`src/rtl/kvdecompressor_core.sv`:
```
// INT8 -> INT16 KV-cache dequantizer: reads packed INT8 words over OBI, applies (b - zp) * scale >>> 8, writes INT16 pairs.
// Optional macro KVDECOMP_SAT_EN: saturate results to INT16 range instead of wrapping modulo 2^16.
module kvdecompressor_core #(
  parameter int VECTOR_MAX_LEN = 512
) (
  input  logic        clk_i,
  input  logic        rst_i,
  input  logic        start_i,
  input  logic [31:0] scale_i,
  input  logic [31:0] zp_i,
  input  logic [31:0] src_addr_i,
  input  logic [31:0] dst_addr_i,
  input  logic [31:0] length_i,
  input  logic        int_en_i,
  output logic        busy_o,
  output logic        done_o,
  output logic        err_o,
  output logic        irq_o,
  output logic        mem_req_o,
  output logic        mem_we_o,
  output logic [31:0] mem_addr_o,
  output logic [31:0] mem_wdata_o,
  output logic [3:0]  mem_be_o,
  input  logic        mem_gnt_i,
  input  logic        mem_rvalid_i,
  input  logic        mem_err_i,
  input  logic [31:0] mem_rdata_i
);

  localparam int LW = $clog2(VECTOR_MAX_LEN + 1);

  typedef enum logic [2:0] {
    IDLE, READ_REQ, READ_WAIT, WR_LO_REQ, WR_LO_WAIT, WR_HI_REQ, WR_HI_WAIT, FINISH
  } state_t;

  state_t        state;
  logic [15:0]   scale_q;
  logic [7:0]    zp_q;
  logic [LW-1:0] len_q;
  logic [LW-1:0] count_q;
  logic [31:0]   src_off_q;
  logic [31:0]   dst_off_q;
  logic [31:0]   word_q;

  logic [LW-1:0] len_clamped;
  logic [LW-1:0] remaining;
  logic [LW-1:0] step;
  logic [LW-1:0] count_next;
  logic [LW-1:0] rem_next;
  logic [31:0]   src_base;
  logic [31:0]   dst_base;
  logic [15:0]   y_rd0, y_rd1, y_w2, y_w3;
  logic          unused_bits;

  function automatic logic [15:0] dequant(input logic [7:0] b, input logic [7:0] zp,
                                          input logic [15:0] scale);
    logic signed [8:0]  d;
    logic signed [25:0] p;
    logic signed [25:0] sh;
    d  = $signed({b[7], b}) - $signed({zp[7], zp});
    p  = $signed({{17{d[8]}}, d}) * $signed({10'b0, scale});
    sh = p >>> 8;
`ifdef KVDECOMP_SAT_EN
    if (sh > 26'sd32767)       return 16'h7FFF;
    else if (sh < -26'sd32768) return 16'h8000;
    else                       return sh[15:0];
`else
    return 16'(sh);
`endif
  endfunction

  assign len_clamped = (length_i > 32'(VECTOR_MAX_LEN)) ? LW'(VECTOR_MAX_LEN) : length_i[LW-1:0];
  assign remaining   = len_q - count_q;
  assign step        = (remaining >= LW'(2)) ? LW'(2) : remaining;
  assign count_next  = count_q + step;
  assign rem_next    = len_q - count_next;
  assign src_base    = {src_addr_i[31:2], 2'b00};
  assign dst_base    = {dst_addr_i[31:2], 2'b00};

  // The low pair is produced straight from the bus so the write can follow the read response immediately.
  assign y_rd0 = dequant(mem_rdata_i[7:0],   zp_q, scale_q);
  assign y_rd1 = dequant(mem_rdata_i[15:8],  zp_q, scale_q);
  assign y_w2  = dequant(word_q[23:16],      zp_q, scale_q);
  assign y_w3  = dequant(word_q[31:24],      zp_q, scale_q);

  assign irq_o       = done_o & int_en_i;
  assign unused_bits = ^{scale_i[31:16], zp_i[31:8], src_addr_i[1:0], dst_addr_i[1:0]};

  // NOTE: all state is updated with non-blocking assignments so every register samples pre-edge values.
  always_ff @(posedge clk_i) begin
    if (rst_i) begin
      state       <= IDLE;
      busy_o      <= 1'b0;
      done_o      <= 1'b0;
      err_o       <= 1'b0;
      mem_req_o   <= 1'b0;
      mem_we_o    <= 1'b0;
      mem_addr_o  <= '0;
      mem_wdata_o <= '0;
      mem_be_o    <= 4'hF;
      scale_q     <= '0;
      zp_q        <= '0;
      len_q       <= '0;
      count_q     <= '0;
      src_off_q   <= '0;
      dst_off_q   <= '0;
      word_q      <= '0;
    end else begin
      case (state)
        IDLE: begin
          if (start_i) begin
            scale_q   <= scale_i[15:0];
            zp_q      <= zp_i[7:0];
            len_q     <= len_clamped;
            count_q   <= '0;
            src_off_q <= '0;
            dst_off_q <= '0;
            err_o     <= 1'b0;
            if (len_clamped == '0) begin
              state  <= FINISH;
              done_o <= 1'b1;
            end else begin
              state      <= READ_REQ;
              busy_o     <= 1'b1;
              mem_req_o  <= 1'b1;
              mem_we_o   <= 1'b0;
              mem_be_o   <= 4'hF;
              mem_addr_o <= src_base;
            end
          end
        end

        READ_REQ: begin
          if (mem_gnt_i) begin
            state     <= READ_WAIT;
            mem_req_o <= 1'b0;
          end
        end

        READ_WAIT: begin
          if (mem_rvalid_i) begin
            word_q    <= mem_rdata_i;
            src_off_q <= src_off_q + 32'd4;
            if (mem_err_i) begin
              err_o  <= 1'b1;
              state  <= FINISH;
              busy_o <= 1'b0;
              done_o <= 1'b1;
            end else begin
              state       <= WR_LO_REQ;
              mem_req_o   <= 1'b1;
              mem_we_o    <= 1'b1;
              mem_addr_o  <= dst_base + dst_off_q;
              mem_wdata_o <= {y_rd1, y_rd0};
              mem_be_o    <= (remaining >= LW'(2)) ? 4'hF : 4'h3;
            end
          end
        end

        WR_LO_REQ: begin
          if (mem_gnt_i) begin
            state     <= WR_LO_WAIT;
            mem_req_o <= 1'b0;
          end
        end

        WR_LO_WAIT: begin
          if (mem_rvalid_i) begin
            dst_off_q <= dst_off_q + 32'd4;
            count_q   <= count_next;
            if (mem_err_i) begin
              err_o  <= 1'b1;
              state  <= FINISH;
              busy_o <= 1'b0;
              done_o <= 1'b1;
            end else if (rem_next != '0) begin
              state       <= WR_HI_REQ;
              mem_req_o   <= 1'b1;
              mem_we_o    <= 1'b1;
              mem_addr_o  <= dst_base + dst_off_q + 32'd4;
              mem_wdata_o <= {y_w3, y_w2};
              mem_be_o    <= (rem_next >= LW'(2)) ? 4'hF : 4'h3;
            end else begin
              state  <= FINISH;
              busy_o <= 1'b0;
              done_o <= 1'b1;
            end
          end
        end

        WR_HI_REQ: begin
          if (mem_gnt_i) begin
            state     <= WR_HI_WAIT;
            mem_req_o <= 1'b0;
          end
        end

        WR_HI_WAIT: begin
          if (mem_rvalid_i) begin
            dst_off_q <= dst_off_q + 32'd4;
            count_q   <= count_next;
            if (mem_err_i) begin
              err_o  <= 1'b1;
              state  <= FINISH;
              busy_o <= 1'b0;
              done_o <= 1'b1;
            end else if (rem_next != '0) begin
              // src_off_q was already advanced when the previous read completed.
              state      <= READ_REQ;
              mem_req_o  <= 1'b1;
              mem_we_o   <= 1'b0;
              mem_be_o   <= 4'hF;
              mem_addr_o <= src_base + src_off_q;
            end else begin
              state  <= FINISH;
              busy_o <= 1'b0;
              done_o <= 1'b1;
            end
          end
        end

        FINISH: begin
          if (!start_i) begin
            state  <= IDLE;
            done_o <= 1'b0;
          end
        end

        default: state <= IDLE;
      endcase
    end
  end

endmodule

```
`config.mk`:
```
export PLATFORM = sky130hd
export DESIGN_NAME = kvdecompressor_core
export DESIGN_NICKNAME = d
export VERILOG_FILES = /design/src/rtl/kvdecompressor_core.sv
export SDC_FILE = /design/constraint.sdc
export NUM_CORES = 2
export LEC_CHECK = 0
export ABC_AREA = 1
export CORE_MARGIN = 2
export CORE_UTILIZATION = 50
export DETAILED_ROUTE_END_ITERATION = 7
export MAX_ROUTING_LAYER = met4
export PLACE_DENSITY_LB_ADDON = 0.25
export SLEW_MARGIN = 20
export SYNTH_ARGS = -nofsm -noshare
export SYNTH_HDL_FRONTEND = slang
export SYNTH_SLANG_ARGS = --single-unit
```
`constraint.sdc`:
```
create_clock -name clk_i -period 14.1 [get_ports clk_i]
set_input_delay 2.82 -clock clk_i [delete_from_list [all_inputs] [get_ports clk_i]]
set_output_delay 2.82 -clock clk_i [all_outputs]
set_load 0.005 [all_outputs]
```
==> reports/results.ini <==
[power]
finalPower_mw=8.76
seqPwrFrac_pct=8.3
internal_power_mw=3.58
vdd_drop_max_mv=0.183
clkPwrFrac_pct=6.0
combinationalPowerShare_pct=85.7
switching_share_pct=59.1
leakagePower_nw=18.4
p_sw_mw=5.17
power_density_nw_per_um2=236

[die]
fp.dieArea_um2=69100
die_x_um=263
core-area_um2=66000
die_h_um=263
ios=273
start_util_pct=50.7
row_count=94

[timing]
slew_headroom_pct=18.7
fmax_ghz=0.103
finalCritPeriodShare_pct=69.0
worstMarginPinSlew_ns=1.22
drv_slew=0
hold_violations=0
rsz0062_at_grt=false
fin_crit_ns=9.73
tns_ns=0
finalClockSkew_ns=0.0177
finalSetupViolCount=0

[drt]
dr.pass1.iters=6
route.detailed.drc=0
wl_um=108000
vias_per_cell=5.47
num_vias=32000
wire_per_inst_um=18.5
final_antenna_net_count=0
drt-initial-drc-count=2259

[synth]
synth-seq-area-share_pct=11.5
ys_ff_latch=192
post_synth_num_cell_types=68
synth_edf_count=0
synth_area_leaders=fa_1, nand2_1, ha_1, dfxtp_1, inv_1
synth_top_cell_area_share_pct=24.0
synthArstFlopShare_pct=0
syn_inst=4837
yosysTopAreaCell=fa_1
syn_avg_cell_area_um2=6.92
yosys_warnings=0
synth_flop_cell=dfxtp_1
netlist_area_um2=33500

[place]
portBuffers=226
hpwl_um=85800
dp_cells=5817
gp_congestion=0.995

[clock_network]
cts.sinks=192
cts-buffers-inserted=17
cts_setup_buffers=0
clockBufferDepth=2
root_buffer=clkbuf_16
htree_levels=4
cts-hold-fix-buffers=0
cts_tree=yes
cts_resized=0
path_clk_slew_ns=0.07
clk_latency_ns=0.51

[grt]
grt_overflow=0
grt_pass1_wl_um=169000
track_usage_pct=32.3
grt_antenna_before_repair=3
grt_pass1_vias=31200
grt_max_degree=52

[critical_path]
path_buf_inv=4
cpPeakStageDelay_ns=0.57
regToRegStartpoint=zp_q[1]$_SDFFE_PP0P_
startpoint_type=input port
cp-end-kind=flip-flop
crit_slowest_cell=fa_1
critical_path_class=in -> reg
crit_fanout=14
crit_top_cell=nand2_1
crit_path_start=mem_rdata_i[2]
r2r_slack_ns=6.56
worstPathArrival_ns=10.11
cpLargestDelayFamily=adder cells
required_ns=14.49

[layout]
layout-drive-gt1-share_pct=4.07
fin_nets=5912
instances_no_fill=5852
area_growth_pct=10.9
fillCellCount=6489

[min_path]
holdCritStartpoint=mem_wdata_o[19]$_SDFFE_PP0P_
holdCritPathClass=reg -> reg

[flow_run]
cap_violations=0

[run_status]
outcome=complete, no violations

[final cells by class]
| cell class | instances | area [um2] | share of cell area, % |
|---|---|---|---|
| inverters | 842 | 3160 | 8.51 |
| repair buffers | 262 | 2530 | 6.80 |
| clock buffers | 17 | 425 | 1.15 |
| multi-input cells | 3657 | 25900 | 69.7 |
| diodes | 3 | 7.51 | 0.0202 |
| flip-flops and latches | 192 | 3840 | 10.4 |
| well taps | 864 | 1080 | 2.91 |
| clock inverters | 15 | 191 | 0.515 |
[cells in the final DEF (no fill, tap or decap), types with 21 or more instances in the layout]
cell type	count
nand2_1	1201
xnor2_1	37
nor2_2	21
clkdlybuf4s50_1	225
nor3_1	51
nand3_1	176
inv_1	812
ha_1	340
dfxtp_1	191
o21ai_0	216
or2_2	37
o21ai_1	26
a31oi_1	27
nand4_1	64
a21oi_1	323
buf_4	36
xor2_1	42
fa_1	401
nor2_1	500
[worst reg2reg max path, delay by kind of cell, from the launching register on]
kind	cells	cell delay [ns]
adders and majority gates	7	3.30
and+or+nand+nor	23	3.00
AOI/OAI and AO/OA	2	0.13
DFF	1	0.31
buffers and inverters	4	0.68
[flip-flops by register name, indices dropped and copies added, names as in the netlist, 3 cells and up]
signal / cells
count_q: 10
dst_off_q: 30
len_q: 10
mem_addr_o: 31
mem_wdata_o: 32
scale_q: 16
src_off_q: 30
state: 3
word_q: 16
zp_q: 8
[metal layers]
| layer | wire (um) | GRT usage, % |
|---|---|---|
| met5 | 0 | - |
| met2 | 51600 | 54.0 |
| met4 | 3520 | 10.3 |
| met1 | 45600 | 40.1 |
| met3 | 7480 | 4.75 |
[final timing paths]
path                                                endpoint  cells after the start
worst max-delay path            mem_wdata_o[13]$_SDFFE_PP0P_                     36
worst min register to register  mem_wdata_o[19]$_SDFFE_PP0P_                      2
worst min-delay path            mem_wdata_o[19]$_SDFFE_PP0P_                      2
worst max register to register  mem_wdata_o[13]$_SDFFE_PP0P_                     36
[cell families (layout without fill, tap and decap cells)]
family | Yosys count | in the layout | synth area share (%)
and+or+nand+nor | 2141 | 2141 | 27.2
DFF | 192 | 192 | 11.5
adders and majority gates | 741 | 741 | 36.7
xor gates and xnor gates | 80 | 80 | 2.15
muxes | 1 | 1 | 0.0299
other | 2 | 12 | 0.0224
AOI/OAI and AO/OA | 685 | 685 | 11.2
buffers and inverters | 995 | 1136 | 11.3
[per-stage QoR]
stage | utilization (%) | setup slack, ns | hold slack, ns | area [um2]
global route | 56.3 | 3.87 | 0.485 | 37100
finish | 56.3 | 4.37 | 0.466 | 37100
global placement | 55.4 | 3.97 | 0.449 | 36500
detailed placement | 55.4 | 3.92 | 0.456 | 36500
floorplan | - | 5.29 | 0.433 | 33500
CTS | 56.3 | 4.42 | 0.471 | 37100
[cell usage after synthesis (42+ instances only)]
cell type,n
nand4_1,64
nand2_1,1202
clkbuf_1,133
ha_1,340
nor3_1,51
dfxtp_1,192
a21oi_1,323
nor2_1,502
o21ai_0,216
nand3_1,176
xor2_1,42
fa_1,401
inv_1,812
[power by group through the flow]
stage | clock [mW] | combinational, mW | sequential (mW)
after floorplan | 0 | 5.18 | 0.719
after global placement | 0 | 7.34 | 0.733
after detailed placement | 0 | 7.39 | 0.733
after CTS | 0.539 | 7.47 | 0.723
after global routing | 0.555 | 8.43 | 0.735
final | 0.526 | 7.51 | 0.723
No activity file was read; power rests on OpenSTA's default activity.
